## src/rtl/result_arbiter.sv

```systemverilog
// result_arbiter: round-robin writeback arbiter from NUM_SRC per-source FIFOs onto one results-buffer lane.
// Optional feature macro RESULT_ARB_BRANCH_PRIO_EN: branch heads win arbitration over non-branch heads.
module result_arbiter #(
    parameter int NUM_SRC = 4,
    parameter int DEPTH   = 2
) (
    input  logic                   clk,
    input  logic                   rst_n,
    input  logic                   flush,
    input  logic [NUM_SRC-1:0]     src_valid,
    output logic [NUM_SRC-1:0]     src_ready,
    input  logic [4*NUM_SRC-1:0]   src_robid,
    input  logic [8*NUM_SRC-1:0]   src_flags,
    input  logic [8*NUM_SRC-1:0]   src_wbs,
    input  logic [8*NUM_SRC-1:0]   src_value,
    output logic                   rob_transmit,
    output logic [3:0]             robid,
    output logic [7:0]             flags,
    output logic [7:0]             wbs,
    output logic [7:0]             value,
    output logic                   busy
);
    localparam int AW = $clog2(DEPTH);
    localparam int CW = AW + 1;
    localparam int SW = $clog2(NUM_SRC);

    logic [27:0]        mem_q [NUM_SRC][DEPTH];
    logic [27:0]        head  [NUM_SRC];
    logic [AW-1:0]      wr_q  [NUM_SRC];
    logic [AW-1:0]      wr_d  [NUM_SRC];
    logic [AW-1:0]      rd_q  [NUM_SRC];
    logic [AW-1:0]      rd_d  [NUM_SRC];
    logic [CW-1:0]      cnt_q [NUM_SRC];
    logic [CW-1:0]      cnt_d [NUM_SRC];
    logic [SW-1:0]      rr_q, rr_d, gnt, idx;
    logic               gnt_v, tx_q, tx_d;
    logic [27:0]        out_q, out_d;
    logic [NUM_SRC-1:0] push, pop, cand, sel;

    // Per-source handshake: ready depends only on fill level; flush drops pushes
    always_comb begin
        for (int i = 0; i < NUM_SRC; i++) begin
            src_ready[i] = rst_n && (cnt_q[i] != CW'(DEPTH));
            push[i]      = src_valid[i] && src_ready[i] && !flush;
            head[i]      = mem_q[i][rd_q[i]];
            cand[i]      = cnt_q[i] != '0;
        end
    end

    assign busy = |cand;

`ifdef RESULT_ARB_BRANCH_PRIO_EN
    logic [NUM_SRC-1:0] br;

    // Branch heads (flags bit0) form a priority group searched before the rest
    always_comb begin
        for (int i = 0; i < NUM_SRC; i++) br[i] = head[i][16];
        sel = |(cand & br) ? (cand & br) : cand;
    end
`else
    assign sel = cand;
`endif

    // Round-robin search upward from rr, first selected source wins
    always_comb begin
        gnt_v = 1'b0;
        gnt   = '0;
        idx   = '0;
        for (int k = 0; k < NUM_SRC; k++) begin
            idx = SW'((int'(rr_q) + k) % NUM_SRC);
            if (!gnt_v && sel[idx]) begin
                gnt_v = 1'b1;
                gnt   = idx;
            end
        end
    end

    // Next state: grant suppressed by flush, which also empties every FIFO but keeps rr
    always_comb begin
        tx_d  = gnt_v && !flush;
        rr_d  = tx_d ? ((gnt == SW'(NUM_SRC - 1)) ? '0 : gnt + SW'(1)) : rr_q;
        out_d = tx_d ? head[gnt] : out_q;
        for (int i = 0; i < NUM_SRC; i++) begin
            pop[i]   = tx_d && (gnt == SW'(i));
            cnt_d[i] = flush ? '0 : cnt_q[i] + CW'(push[i]) - CW'(pop[i]);
            wr_d[i]  = flush ? '0 : wr_q[i] + AW'(push[i]);
            rd_d[i]  = flush ? '0 : rd_q[i] + AW'(pop[i]);
        end
    end

    // Control state and registered output bus with asynchronous reset
    always_ff @(posedge clk or negedge rst_n) begin
        if (!rst_n) begin
            for (int i = 0; i < NUM_SRC; i++) begin
                cnt_q[i] <= '0;
                wr_q[i]  <= '0;
                rd_q[i]  <= '0;
            end
            rr_q  <= '0;
            tx_q  <= 1'b0;
            out_q <= '0;
        end else begin
            for (int i = 0; i < NUM_SRC; i++) begin
                cnt_q[i] <= cnt_d[i];
                wr_q[i]  <= wr_d[i];
                rd_q[i]  <= rd_d[i];
            end
            rr_q  <= rr_d;
            tx_q  <= tx_d;
            out_q <= out_d;
        end
    end

    // FIFO storage needs no reset; validity is tracked by the counts
    always_ff @(posedge clk) begin
        for (int i = 0; i < NUM_SRC; i++) begin
            if (push[i])
                mem_q[i][wr_q[i]] <= {src_robid[4*i +: 4], src_flags[8*i +: 8], src_wbs[8*i +: 8], src_value[8*i +: 8]};
        end
    end

    assign rob_transmit = tx_q;
    assign {robid, flags, wbs, value} = out_q;
endmodule
```

## config.mk

```make
export PLATFORM = sky130hd
export DESIGN_NAME = result_arbiter
export DESIGN_NICKNAME = d
export VERILOG_FILES = /design/src/rtl/result_arbiter.sv
export SDC_FILE = /design/constraint.sdc
export NUM_CORES = 1
export LEC_CHECK = 0
export BUFFER_PORTS_ARGS = -buffer_cell sky130_fd_sc_hd__buf_2
export CAP_MARGIN = 15
export CORE_ASPECT_RATIO = 0.7
export CORE_MARGIN = 5
export CORE_UTILIZATION = 30
export DETAILED_ROUTE_END_ITERATION = 10
export GPL_TIMING_DRIVEN = 0
export PLACE_DENSITY = 0.48
export SLEW_MARGIN = 30
export SYNTH_ARGS = -nofsm -noshare
export SYNTH_HDL_FRONTEND = slang
export SYNTH_SLANG_ARGS = --single-unit
```

## constraint.sdc

```tcl
create_clock -name clk -period 2.7 [get_ports clk]
set_clock_uncertainty 0.15 [all_clocks]
set_input_delay 0.675 -clock clk [delete_from_list [all_inputs] [get_ports clk]]
set_output_delay 0.675 -clock clk [all_outputs]
set_load 0.02 [all_outputs]
```

==> results.ini, run 1 <==
[routing]
drt-total-wl_mm = 29.1
wl_per_cell_um = 20.7
viasPerCell = 4.64
routed-via-count = 6538
drc_errors = 0
dr.pass1.iters = 4
antenna_left = 0
drtIter0Drc = 364

[setup_path]
critPathLaunchType = flip-flop
crit_type = reg2out
critPathCaptureType = output port
worstPathArrival_ps = 1790
critical_path_peak_fanout = 5
cp_cell_sequence = nor4_4 > and3_4 > inv_4 > buf_6
cpLargestDelayFamily = simple AND/OR/NAND/NOR gates
r2r_setup_slack_ps = 140
crit_start = cnt_q[4]$_DFF_PN0_
worstReg2RegStart = cnt_q[6]$_DFF_PN0_
critPathSlowestCell = dfrtp_2
cp_num_buf_inv = 2
required_ps = 1880
worst_path_largest_cell_delay_ps = 460

[timing]
slew_headroom_pct = 39.9
worstMarginPinSlew_ps = 902
drv_slew = 0
fin_crit_ps = 2610
finalSetupTns_ps = 0
hold_viol_final = 0
rsz0062_at_grt = no
layout_worst_path_cycle_share_pct = 96.8
max_freq_mhz = 383
setup_viol_count_final = 0

[yosys]
ys_seq_area_share_pct = 71.5
synth_nets = 844
synth_top_area_cell = edfxtp_1
post-synth-top-area-fraction_pct = 60.8
syn_area_mm2 = 0.0111
ys_seq_elements = 271
syn_area_per_cell_um2 = 15.6
yosys_warnings = 0
ys_types = 42
synth_area_leaders = edfxtp_1, dfrtp_1, mux2_2
synth_cells = 709

[cells_and_area]
layout.nets = 1041
utilization_pct = 37.8
layout-drive-gt1-share_pct = 33.7
diodes = 0
synthToLayoutAreaGrowth_pct = 23.5

[global_routing]
grt_pass1_wl_mm = 43.2
grt_max_degree = 52
grt_use_total_pct = 14.0
antenna_found_initial = 2
grt_pass1_vias = 6945
grt_overflow = 0

[clock_tree]
cts.clk_slew.worst_paths_ps = 60
cts.path.max_buffers = 3
cts_tree = done
numClockSinks = 271
root_buffer = clkbuf_16
numCtsBuffers = 29
htreeDepth = 1
clk_latency_ps = 560

[power_and_ir_drop]
powerDensity_mw_per_mm2 = 1080
peakVddDrop_mv = 0.455
leakage_nw = 4.93

[run_status]
outcome = finished, final reports clean

[die]
die_area_mm2 = 0.0409
pin_count = 153
dieHeight_um = 171
die_width_um = 239
start_util_pct = 30.6
rows = 58
core_area_mm2 = 0.0361

[placed_design]
gp_congestion = 0.813
port_buffers = 152
dp_hpwl_mm = 21.3

[worst_hold_path]
worstHoldStart = src_value[29]
min_path_type = in2reg

[run]
cap_violations = 0

==> flip-flops by register name, summed over array words and instances (netlist names) <==
| signal | cells |
|---|---|
| rd_q | 4 |
| cnt_q | 8 |
| rr_q | 2 |
| mem_q | 224 |
| out_q | 28 |
| rob_transmit | 1 |
| wr_q | 4 |
==> cell families after synthesis <==
kind of cell / synth area share (%)
AOI/OAI and AO/OA: 8.02
xor gates and xnor gates: 0.713
adders and majority gates: 1.81
buffers and inverters: 2.89
DFF: 71.5
muxes: 10.8
and+or+nand+nor: 4.32
==> layout make-up <==
class                           count  area, um^2
Tap cell                          480         601
Buffer                             41         220
Timing Repair Buffer              167        1040
Fill cell                        3505       22500
Clock inverter                     10        52.6
Multi-Input combinational cell    371        2940
Sequential cell                   271        7900
Clock buffer                       43         808
Inverter                           25        96.3
==> cell usage after synthesis (all sizes together) <==
master	n
buf	24
mux2	56
inv	25
and3	4
nand3	29
a211oi	1
or3	4
dfrtp	47
xor2	1
ha	16
a22o	1
o211ai	58
a22oi	1
o311a	1
o2111ai	2
nand2	31
nor2b	4
nor3	6
clkbuf	18
xnor2	8
mux2i	56
or4	2
and2	1
nor2	12
o31ai	1
o21ai	9
or2	2
a21oi	62
edfxtp	224
o21bai	2
nor4	1
==> layer usage <==
metal  vias up  wire (um)  global-route usage (%)
met5         -         34                       0
met4         4        598                    2.75
met3        42       1200                    2.93
li1       3120          -                       -
met2       145      13600                    22.8
met1      3227      13700                    19.7
==> power by group <==
| part | total (mW) | internal [mW] | switching (mW) |
|---|---|---|---|
| combinational | 5.88 | 2.23 | 3.65 |
| clock | 3.64 | 2.06 | 1.58 |
| sequential | 5.29 | 4.99 | 0.305 |
==> metrics by stage <==
step	std cells	total power [mW]	worst slack [ps]	hold slack [ps]	instance area [um^2]
global route	1408	15.8	2.42	122	13700
floorplan	709	8.96	109	229	11100
detailed placement	1349	11.0	-399	338	12600
finish	1408	14.8	85.8	153	13700
global placement	1341	10.9	-1490	324	12400
CTS	1402	14.8	24.9	8.50	13500
==> worst reg2reg max path: stages, from the launching register on <==
cell	delay, ps
dfrtp_1	440
o21ai_1	250
a211oi_4	120
or3_4	450
nor3_2	210
ha_1	250
inv_1	60
ha_1	140
xor2_1	170
xnor2_1	130
nor2_1	60
==> cell usage in the layout (no fill, tap or decap), types with 23 or more instances in the layout <==
cell type | Yosys | final
edfxtp_1 | 224 | 224
buf_2 | 12 | 161
a21oi_1 | 62 | 61
o211ai_1 | 57 | 57
mux2_2 | 56 | 56
mux2i_1 | 56 | 56
dfrtp_1 | 47 | 46
nand3_1 | 29 | 29
clkbuf_1 | 18 | 29
nand2_1 | 29 | 29
clkbuf_16 | 0 | 29
inv_1 | 23 | 23
==> timing repair <==
item,in CTS,in global routing
hold endpoints to repair,0,47
buffers inserted,1,4
pin swaps,1,5
gates resized for setup,7,14
endpoints found under the setup margin,9,9
hold buffers,0,2
==> worst paths after layout <==
check | end | cells past startpoint
max | busy | 4
min | mem_q[3][5]$_DFFE_PP_ | 1
max reg2reg | cnt_q[1]$_DFF_PN0_ | 10
min reg2reg | out_q[14]$_DFFE_PN0N_ | 2
max in group asynchronous | out_q[0]$_DFFE_PN0N_ | 3
min in group asynchronous | out_q[6]$_DFFE_PN0N_ | 3
(Power assumes the default switching activity.)
==> run 2: changes to the inputs <==
==> constraint.sdc (replaced) <==
create_clock -name clk -period 2.7 [get_ports clk]
set_clock_uncertainty 0.15 [all_clocks]
set_input_delay 0.135 -clock clk [delete_from_list [all_inputs] [get_ports clk]]
set_output_delay 0.135 -clock clk [all_outputs]
set_load 0.02 [all_outputs]
==> run 2 against run 1 <==
  * The run now ends with negative hold slack left
  * Critical endpoint is now cnt_q[5]$_DFF_PN0_
  * Critical path depth rose by 6
  * Combinational power is 0.7% higher
  * Die area unchanged
==> results.ini, run 2 (synthesis gave the netlist of run 1 again) <==
[cells_and_area]
mostFrequentLayoutCells = edfxtp_1, buf_2, dlygate4sd3_1  ; was edfxtp_1, buf_2, a21oi_1
utilization_pct = 40.9  ; was 37.8%
layout.nets = 1155  ; was 1041
largest_reg_flops = 224  ; unchanged
layout-drive-gt1-share_pct = 29.7  ; was 33.7%
final_cells = 1523  ; was 1408
final_common_cell = edfxtp_1  ; unchanged
finalInstanceArea_mm2 = 0.0148  ; was 0.0137 mm^2
synthToLayoutAreaGrowth_pct = 33.7  ; was 23.5%
multi_input_area_mm2 = 0.00294  ; unchanged
n_fill_cell = 3430  ; was 3505
seqCellArea_mm2 = 0.00790  ; about the same

[routing]
dr.pass1.iters = 5  ; was 4
drtIter0Drc = 430  ; was 364
routed-via-count = 6951  ; was 6538
drc_errors = 0  ; unchanged
viasPerCell = 4.56  ; was 4.64
wl_per_cell_um = 19.5  ; was 20.7 um
drt-total-wl_mm = 29.6  ; was 29.1 mm
antenna_left = 0  ; unchanged

[timing]
layout_worst_path_cycle_share_pct = 95.6  ; was 96.8%
fin_crit_ps = 2580  ; was 2610 ps
slew_headroom_pct = 39.9  ; about the same
worstMarginPinSlew_ps = 901  ; was 902 ps
hold_viol_final = 47  ; was 0
rsz0062_at_grt = yes  ; was no
fin_hold_ws_ps = -43.8  ; was 153 ps
drv_slew = 0  ; unchanged
setup_viol_count_final = 0  ; unchanged
max_freq_mhz = 387  ; was 383 MHz

[run_status]
outcome = finished with violations  ; was finished, final reports clean
failed_checks = negative hold slack

[run]
cap_violations = 0  ; unchanged

[global_routing]
grt_pass1_wl_mm = 44.7  ; was 43.2 mm
grt_max_degree = 52  ; unchanged
grt_use_total_pct = 14.4  ; was 14.0%
grt_pass1_vias = 7412  ; was 6945
antenna_found_initial = 2  ; unchanged
grt_overflow = 0  ; unchanged

[setup_path]
required_ps = 2960  ; was 1880 ps
cp_num_buf_inv = 1  ; was 2
critPathLaunchType = flip-flop  ; unchanged
r2r_setup_slack_ps = 120  ; was 140 ps
crit_type = reg2reg  ; was reg2out
worst_path_largest_cell_delay_ps = 470  ; was 460 ps
cpLargestDelayFamily = compound AO/OA/AOI/OAI gates  ; was simple AND/OR/NAND/NOR gates
critPathCaptureType = flip-flop  ; was output port
critical_path_peak_fanout = 6  ; was 5
worstPathArrival_ps = 2840  ; was 1790 ps
critPathSlowestCell = dfrtp_1  ; was dfrtp_2
cp_cell_sequence = or2_1 > o211ai_1 > a22o_1 > nor3_2 > ha_1 > inv_1 > ha_1 > xnor2_1 > xnor2_1 > nor2_1  ; was nor4_4 > and3_4 > inv_4 > buf_6

[clock_tree]
numClockSinks = 271  ; unchanged
cts_tree = done  ; unchanged
htreeDepth = 1  ; unchanged
cts.path.max_buffers = 3  ; unchanged
cts.clk_slew.worst_paths_ps = 60  ; about the same
root_buffer = clkbuf_16  ; unchanged
numCtsBuffers = 29  ; unchanged
clk_latency_ps = 560  ; about the same

[power_and_ir_drop]
peakVddDrop_mv = 0.444  ; was 0.455 mV
leakage_nw = 5.39  ; was 4.93 nW
powerDensity_mw_per_mm2 = 1010  ; was 1080 mW/mm^2

[placed_design]
dp_hpwl_mm = 21.3  ; unchanged
placedCellCount = 1349  ; unchanged
port_buffers = 152  ; unchanged
postPlaceCellArea_mm2 = 0.0126  ; unchanged
gp_congestion = 0.813  ; unchanged

[die]
start_util_pct = 30.6  ; unchanged
die_area_mm2 = 0.0409  ; unchanged
die_width_um = 239  ; unchanged
rows = 58  ; unchanged
core_area_mm2 = 0.0361  ; unchanged
dieHeight_um = 171  ; unchanged
pin_count = 153  ; unchanged

[worst_hold_path]
min_path_type = in2async  ; was in2reg

## run 2: cell types whose count changed in the layout (fill, tap and decap cells not counted), sizes merged
cell         before  now
dlygate4sd3       1  118
diode             0    1
buf             189  186
## run 2: layout make-up
| type | count | area share [%] |
|---|---|---|
| antenna | 1 | 0.0169 |
| tap | 480 | 4.06 |
| clock buffer | 43 | 5.47 |
| clock inverter | 10 | 0.356 |
| buffer | 41 | 1.49 |
| timing repair buffer | 281 | 14.6 |
| multi-input combinational | 371 | 19.9 |
| sequential | 271 | 53.5 |
| inverter | 25 | 0.635 |
## run 2: timing repair
action | CTS | global route
pin swaps | 0 | 2
hold endpoints to repair | 281 | 0
buffers inserted | 0 | 3
setup endpoints to repair | 8 | 17
gates resized for setup | 7 | 10
hold buffers | 118 | 0
## run 2: worst paths after layout
| kind | endpoint | start | cells past startpoint |
|---|---|---|---|
| setup reg to reg | cnt_q[5]$_DFF_PN0_ | cnt_q[4]$_DFF_PN0_ | 10 |
| hold / removal | out_q[15]$_DFFE_PN0N_ | rst_n | 2 |
| max in group asynchronous | out_q[10]$_DFFE_PN0N_ | rst_n | 2 |
| hold reg to reg | out_q[14]$_DFFE_PN0N_ | out_q[14]$_DFFE_PN0N_ | 2 |
| setup / recovery | cnt_q[5]$_DFF_PN0_ | cnt_q[4]$_DFF_PN0_ | 10 |
| min in group clk | mem_q[2][54]$_DFFE_PP_ | src_robid[10] | 2 |
## run 2: per-layer routing
metal,vias up,track usage (%),wire (um)
met5,-,0,7
met4,2,2.85,625
met3,42,2.77,1220
met2,141,23.5,13900
met1,3416,20.2,13900
li1,3350,-,-
## run 2: per-stage QoR
| stage | total power, mW | TNS [ps] | setup WS, ps |
|---|---|---|---|
| floorplan | 8.96 | 0 | 109 |
| global placement | 10.9 | -194190 | -954 |
| detailed placement | 11.0 | -2030 | -399 |
| CTS | 14.9 | 0 | 7.31 |
| global route | 15.8 | -7.65 | -6.72 |
| finish | 14.9 | 0 | 119 |
## run 2: power by group
part	leakage (nW)	switching (mW)	internal, mW
Combinational	2.35	3.65	2.27
Sequential	2.63	0.304	4.99
Clock	0.412	1.60	2.06
